File: src/rtl/cnn_mac_acc.sv
// cnn_mac_acc: CI-channel MAC pipeline accumulating TAPS beats, plus bias, ReLU and output saturation
// Ports: clk/reset_n (async active-low); i_clr soft clear; i_valid/i_ready input beats carrying i_data,
// i_weight, i_bias; o_valid/o_ready result handshake carrying o_data and o_sat (clipped flag).
module cnn_mac_acc #(
  parameter int CI      = 3,
  parameter int IN_BW   = 8,
  parameter int W_BW    = 8,
  parameter int TAPS    = 9,
  parameter int BIAS_BW = 16,
  parameter int OUT_BW  = 16,
  parameter int RELU_EN = 1
) (
  input  logic                  clk,
  input  logic                  reset_n,
  input  logic                  i_clr,
  input  logic                  i_valid,
  output logic                  i_ready,
  input  logic [CI*IN_BW-1:0]   i_data,
  input  logic [CI*W_BW-1:0]    i_weight,
  input  logic [BIAS_BW-1:0]    i_bias,
  output logic                  o_valid,
  input  logic                  o_ready,
  output logic [OUT_BW-1:0]     o_data,
  output logic                  o_sat
);
  localparam int MUL_BW = IN_BW + W_BW;
  localparam int SUM_BW = MUL_BW + $clog2(CI);
  localparam int A1     = SUM_BW + $clog2(TAPS) + 1;
  localparam int ACC_BW = (A1 > BIAS_BW + 1) ? A1 : BIAS_BW + 1;
  localparam int XW     = ((ACC_BW > OUT_BW) ? ACC_BW : OUT_BW) + 1;
  localparam int TW     = (TAPS > 1) ? $clog2(TAPS) : 1;
  localparam logic signed [XW-1:0] MAXV = {{(XW-OUT_BW+1){1'b0}}, {(OUT_BW-1){1'b1}}};
  localparam logic signed [XW-1:0] MINV = {{(XW-OUT_BW+1){1'b1}}, {(OUT_BW-1){1'b0}}};

  logic                      en, first, last, sat_d;
  logic                      s1_valid_q, s2_valid_q, o_valid_q, o_sat_q;
  logic signed [MUL_BW-1:0]  prod_d [CI];
  logic signed [MUL_BW-1:0]  s1_prod_q [CI];
  logic signed [BIAS_BW-1:0] s1_bias_q, s2_bias_q, bias_q, bias_sel;
  logic signed [SUM_BW-1:0]  sum_d, s2_sum_q;
  logic signed [ACC_BW-1:0]  acc_q, acc_in, sum_x, bias_x, tot, rl;
  logic signed [XW-1:0]      rx;
  logic [TW-1:0]             tap_q;
  logic [OUT_BW-1:0]         out_d, o_data_q;

  assign en      = ~o_valid_q | o_ready;
  assign i_ready = en & ~i_clr;
  assign o_valid = o_valid_q;
  assign o_data  = o_data_q;
  assign o_sat   = o_sat_q;

  for (genvar c = 0; c < CI; c++) begin : g_mul
    assign prod_d[c] = $signed(i_data[c*IN_BW +: IN_BW]) * $signed(i_weight[c*W_BW +: W_BW]);
  end

  // The bias rides down the pipe with each beat; stage 3 keeps the copy that arrived with tap 0,
  // so a following group's tap 0 entering stage 1 cannot overwrite the bias still in use.
  always_comb begin
    sum_d = '0;
    for (int i = 0; i < CI; i++) sum_d = sum_d + SUM_BW'(s1_prod_q[i]);
    first    = tap_q == '0;
    last     = tap_q == TW'(TAPS - 1);
    bias_sel = first ? s2_bias_q : bias_q;
    acc_in   = first ? '0 : acc_q;
    sum_x    = ACC_BW'(s2_sum_q);
    bias_x   = ACC_BW'(bias_sel);
    tot      = acc_in + sum_x + bias_x;
    rl       = (RELU_EN != 0 && tot[ACC_BW-1]) ? '0 : tot;
    rx       = XW'(rl);
    sat_d    = (rx > MAXV) || (rx < MINV);
    out_d    = rx > MAXV ? MAXV[OUT_BW-1:0] : rx < MINV ? MINV[OUT_BW-1:0] : rx[OUT_BW-1:0];
  end

  always_ff @(posedge clk or negedge reset_n) begin
    if (!reset_n) begin
      s1_valid_q <= 1'b0;
      s2_valid_q <= 1'b0;
      o_valid_q  <= 1'b0;
      o_sat_q    <= 1'b0;
      o_data_q   <= '0;
      s1_prod_q  <= '{default: '0};
      s1_bias_q  <= '0;
      s2_bias_q  <= '0;
      s2_sum_q   <= '0;
      bias_q     <= '0;
      acc_q      <= '0;
      tap_q      <= '0;
    end else if (i_clr) begin
      s1_valid_q <= 1'b0;
      s2_valid_q <= 1'b0;
      o_valid_q  <= 1'b0;
      tap_q      <= '0;
    end else if (en) begin
      s1_valid_q <= i_valid;
      s1_prod_q  <= prod_d;
      s1_bias_q  <= i_bias;
      s2_valid_q <= s1_valid_q;
      s2_sum_q   <= sum_d;
      s2_bias_q  <= s1_bias_q;
      o_valid_q  <= s2_valid_q & last;
      if (s2_valid_q && last) begin
        tap_q    <= '0;
        o_data_q <= out_d;
        o_sat_q  <= sat_d;
      end else if (s2_valid_q) begin
        tap_q  <= tap_q + 1'b1;
        acc_q  <= first ? sum_x : acc_q + sum_x;
        bias_q <= first ? s2_bias_q : bias_q;
      end
    end
  end
endmodule

File: config.mk
export PLATFORM = sky130hd
export DESIGN_NAME = cnn_mac_acc
export DESIGN_NICKNAME = d
export VERILOG_FILES = /design/src/rtl/cnn_mac_acc.sv
export SDC_FILE = /design/constraint.sdc
export NUM_CORES = 1
export LEC_CHECK = 0
export CAP_MARGIN = 5
export CELL_PAD_IN_SITES_DETAIL_PLACEMENT = 1
export CELL_PAD_IN_SITES_GLOBAL_PLACEMENT = 1
export CORE_ASPECT_RATIO = 1.25
export CORE_UTILIZATION = 40
export CTS_CLUSTER_SIZE = 16
export DETAILED_ROUTE_END_ITERATION = 7
export PLACE_DENSITY = 0.82
export SLEW_MARGIN = 20
export SYNTH_ARGS = -nofsm -noshare
export SYNTH_HDL_FRONTEND = slang
export SYNTH_SLANG_ARGS = --single-unit
File: constraint.sdc
create_clock -name clk -period 7.55 [get_ports clk]
set_input_delay 1.1325 -clock clk [delete_from_list [all_inputs] [get_ports clk]]
set_output_delay 1.1325 -clock clk [all_outputs]
set_load 0.02 [all_outputs]
-- After elaboration in Yosys (flattened, before gate mapping)
Cells that the tools add are included.
- $add $sub $neg: 6
- multipliers: 3
- order comparisons: 2
- equal/unequal tests: 1
- mux-type cells: 16
- bitwise gates (word level): 6
- reductions and logical operators: 9
- operators with widths (kind ; count):
    multiplier 8 x 8 -> 16 bit ; 3
    two-way mux 16 bit ; 3
    adder 23 x 18 -> 23 bit ; 2
    two-way mux 23 bit ; 2
    adder 23 x 16 -> 23 bit ; 1
    less-than comparator 23 x 16 -> 1 bit (second input constant) ; 1
    > comparator 22 x 15 -> 1 bit (second input constant) ; 1
    two-way mux 22 bit ; 1
    adder 17 x 16 -> 18 bit ; 1
    adder 16 x 16 -> 17 bit ; 1
    two-way mux 4 bit ; 4
    two-way mux 1 bit ; 6
    adder 4 x 1 -> 4 bit (second input constant) ; 1
    == test 4 bit (second input constant) ; 1
    logical NOT 4 bit ; 1
    AND reduction 2 bit ; 2
    AND reduction 4 bit ; 1
    inverter 1 bit ; 3
    AND reduction 3 bit ; 1
    nonzero test 3 bit ; 1
    bitwise AND 1 bit ; 2
    nonzero test 2 bit ; 1
    logical AND 1 bit ; 1
    logical OR 1 bit ; 1
    OR 1 bit ; 1
- bits in registers: 161
- bits of input ports: 69
- output and inout port bits: 19
- word-level logic and storage cells: 57

-- Depth between registers and ports, before layout
- word-level depth: 8
- mapped depth: 19
- mapped depth without buffers: 18

-- Worst setup path after synthesis
No wires, ideal clock.
- kind: input -> register
- from: input i_weight[6]
- to: register s1_prod_q[44] (netlist name)
- library setup time: 0.095 ns
- arrival time: 4.860 ns
- data required time: 7.455 ns
- slack: 2.595 ns
- stages: 15
- path buffers: 1
- path through: clkbuf_1 nand2_1 fa_1 fa_1 inv_1 fa_1 fa_1 ha_1 o21ai_0 a21oi_1 o21a_1 o21a_1 o21a_1 o21a_1 o31ai_1
- word-level cells in the longest chain between the ends: 1
- RTL lines (element ; RTL line ; RTL):
    from (decl) ; 19 ; input logic [CI*W_BW-1:0] i_weight,
    multiplier 8 x 8 -> 16 bit ; 53 ; assign prod_d[c] = $signed(i_data[c*IN_BW +: IN_BW]) * $signed(i_weight[c*W_BW +: W_BW]);
    to (signal assigned) ; 95 ; s1_prod_q <= prod_d;
    to (decl) ; 38 ; logic signed [MUL_BW-1:0] s1_prod_q [CI];
Every way passes these cells.
A chain may end at the register's enable or synchronous reset.

-- Final worst setup path
- from: input i_weight[15]
- to: register s1_prod_q[31] (netlist name)
The elaborated chain is that of the path after synthesis.

==> reports/results.txt <==
filler instances: 5042
CP required: 7.85 ns
WL per Instance: 16.5 um
r2r endpoint: o_data[13]
Post-CTS Setup Inserts: 0
vias in the first global route: 15.2k
Worst-path clk slew: 0.07 ns
Startpoint Class: primary input
1st-pass router iterations: 4
routability cong.: 0.855
R2R Path Start: tap_q[0]
Post-Layout Cell Count: 2559
Iteration-0 DRC Markers: 400
layout cells sized above 1: 0.0331
Worst Hold End: s2_bias_q[13]
I/O Pins: 88
Final Max Slew Viols: 0
Final nets: 2405
Worst Reg-to-Reg Cells: 17
clock sink count: 161
Syn Nets: 2338
skew final: 0.0103 ns
# hold bufs at CTS: 0
largest net degree at the start of global routing: 113
clk root buf: clkbuf_16
Worst-Skew Late Latency: 0.44 ns
crit path DAT: 5.86 ns
Worst path max stage delay: 0.64 ns
wire length of the first global-routing pass: 72100 um
Vias per Instance: 5.23
post-synthesis cell area: 0.0174 mm2
Static Leak: 9.46 nW
chip width: 188 um
worst relative slew slack: 0.365
IO buf count: 87
Fin Setup TNS: 0 ns
via count: 13.4k
leading area contributor after synthesis: fa_1
post-synthesis sequential area ratio: 0.232
Final Hold Violating Endpoints: 0
Inserted Diodes: 0
Total GRT Usage: 0.200
CP delay by family, top: adder cells
maximum clock insertion buffer count: 2
RSZ-0062 raised after global routing: false
post-detail-place hpwl: 34300 um
FF+latch count, synth: 161
fmax: 180 MHz
crit path max fanout: 7
R2R Setup Slk: 2.56 ns
Worst Path Buf+Inv: 3
critical-path cell list: clkdlybuf4s50_1 > nand2b_1 > fa_1 > fa_1 > inv_1 > fa_1 > fa_1 > ha_1 > inv_1 > o21ai_0 > a221oi_1 > o21ai_0 > o41ai_1 > xnor2_1 > o21ai_0
antenna violations before repair: 0
post-synth cell types: 75
CTS-repair resized insts: 0
TritonCTS Buffers: 17
Inst Count DP: 2527
DRC Markers: 0
GR Overflow Total: 0
final cycle utilization of the critical path: 0.737
Crit Path Class: in -> reg
Clock H-tree levels: 4
cell count after synthesis: 1914
Synth Warn #: 0
Main synth FF type: dfrtp_1
WHS Path Cells: 2
Top cell by count, worst path: fa_1
die area: 0.0443 mm2
Area Overhead vs Synth: 11.7%
min-delay src: s1_bias_q[13]
slowest library cell on the worst path: clkdlybuf4s50_1
FF/Latch Area: 0.00403 mm2
area of the multi-input gates: 0.0121 mm2
status: completed
core area: 0.0430 mm2
Synth top area share: 0.237
Min Clock Period, post-route: 5.56 ns
Synth top cells by count: nand2_1 (332), inv_1 (278), fa_1 (206)
Antenna Violating Nets Remaining: 0
worst min path class: reg -> reg
# setup viols final: 0
Slew @ Worst Pin: 0.953 ns
worst vdd ir: 0.197 mV
ys async rst share: 1.00
count leader, synth: nand2_1
Pwr per Cell Area: 369 mW/mm2
Die Y: 235 um
largest cells by area after synthesis: fa_1 (24%), dfrtp_1 (23%), ha_1 (11%), nand2_1 (7.2%), inv_1 (6.0%)
number of synthesized flops with an enable pin: 0
row cnt: 85
TritonCTS clock tree: built
Mapped Avg Cell Area: 9.08 um2
Initial Util: 0.404
Routed Wire Length: 42100 um
CP Capture Type: flop
Max-cap violations: 0
[state kept, by name, summed over array words and instances, names as in the netlist, 4 cells and up]
| name | count |
|---|---|
| tap_q | 4 |
| acc_q | 23 |
| s1_prod_q | 48 |
| s2_sum_q | 18 |
| bias_q | 16 |
| s1_bias_q | 16 |
| o_data | 16 |
| s2_bias_q | 16 |
[cells by family after synthesis]
family / synth area share
xor gates and xnor gates: 0.0418
adders and majority gates: 0.345
muxes: 0.0123
buffers and inverters: 0.0705
AOI/OAI and AO/OA: 0.123
and+or+nand+nor: 0.176
DFF: 0.232
[worst max path at each step]
stage,from,endpoint,cells past startpoint
after floorplan,i_weight[6],s1_prod_q[44],15
after global placement,i_weight[15],s1_prod_q[31],15
after detailed placement,i_weight[15],s1_prod_q[31],15
after CTS,i_weight[15],s1_prod_q[31],15
after global routing,i_weight[12],s1_prod_q[31],16
final,i_weight[15],s1_prod_q[31],15
[report_power, final]
part           internal [W]  switching [W]
clock network      0.000446       0.000410
registers           0.00112       0.000256
logic               0.00216        0.00277
[layout by cell type (no fill, tap or decap), types with 18 or more instances in the layout]
cell type,count
ha_1,149
xor2_1,26
nand2b_1,25
nor2_1,51
mux2i_1,18
fa_1,206
a21o_1,21
nand3_1,22
nor3_1,30
o21ai_0,100
inv_1,278
dfrtp_1,161
nand2_1,332
xnor2_1,55
and2_1,122
a21oi_1,75
clkdlybuf4s50_1,86
o21a_1,28
[metal layers]
layer	vias up	GRT usage	routed length, um
li1	6343	-	-
met1	6789	0.216	16400
met2	165	0.390	23600
met3	91	0.0181	599
met4	0	0.0875	1580
met5	-	0	0
[worst register-to-register path, stage by stage, from the launching register on]
cell	delay (ns)
dfrtp_1	0.42
inv_1	0.08
ha_1	0.17
nor3b_2	0.16
buf_4	0.47
mux2i_1	0.26
fa_1	0.53
inv_1	0.05
ha_1	0.23
fa_1	0.43
a211oi_1	0.38
o211ai_2	0.17
a21oi_1	0.32
o21ai_0	0.15
mux2i_1	0.15
a41oi_1	0.30
nand4_4	0.29
o221a_2	0.32
[through the flow]
step	cell area, um2	total power, W	hold WS [ns]	util	worst slack [ns]
floorplan	17400	0.00512	0.439	-	2.59
global placement	18800	0.00602	0.455	0.438	1.71
detailed placement	18800	0.00631	0.464	0.438	1.50
CTS	19400	0.00724	0.475	0.452	1.97
global route	19400	0.00792	0.500	0.452	1.73
finish	19400	0.00716	0.475	0.452	1.99
[final cells by class]
class | instances | area share
multi-input combinational | 1429 | 0.625
sequential | 161 | 0.208
inverter | 279 | 0.0540
timing repair buffer | 93 | 0.0474
tap | 565 | 0.0364
clock buffer | 18 | 0.0226
clock inverter | 14 | 0.00690
(Power assumes the default switching activity.)
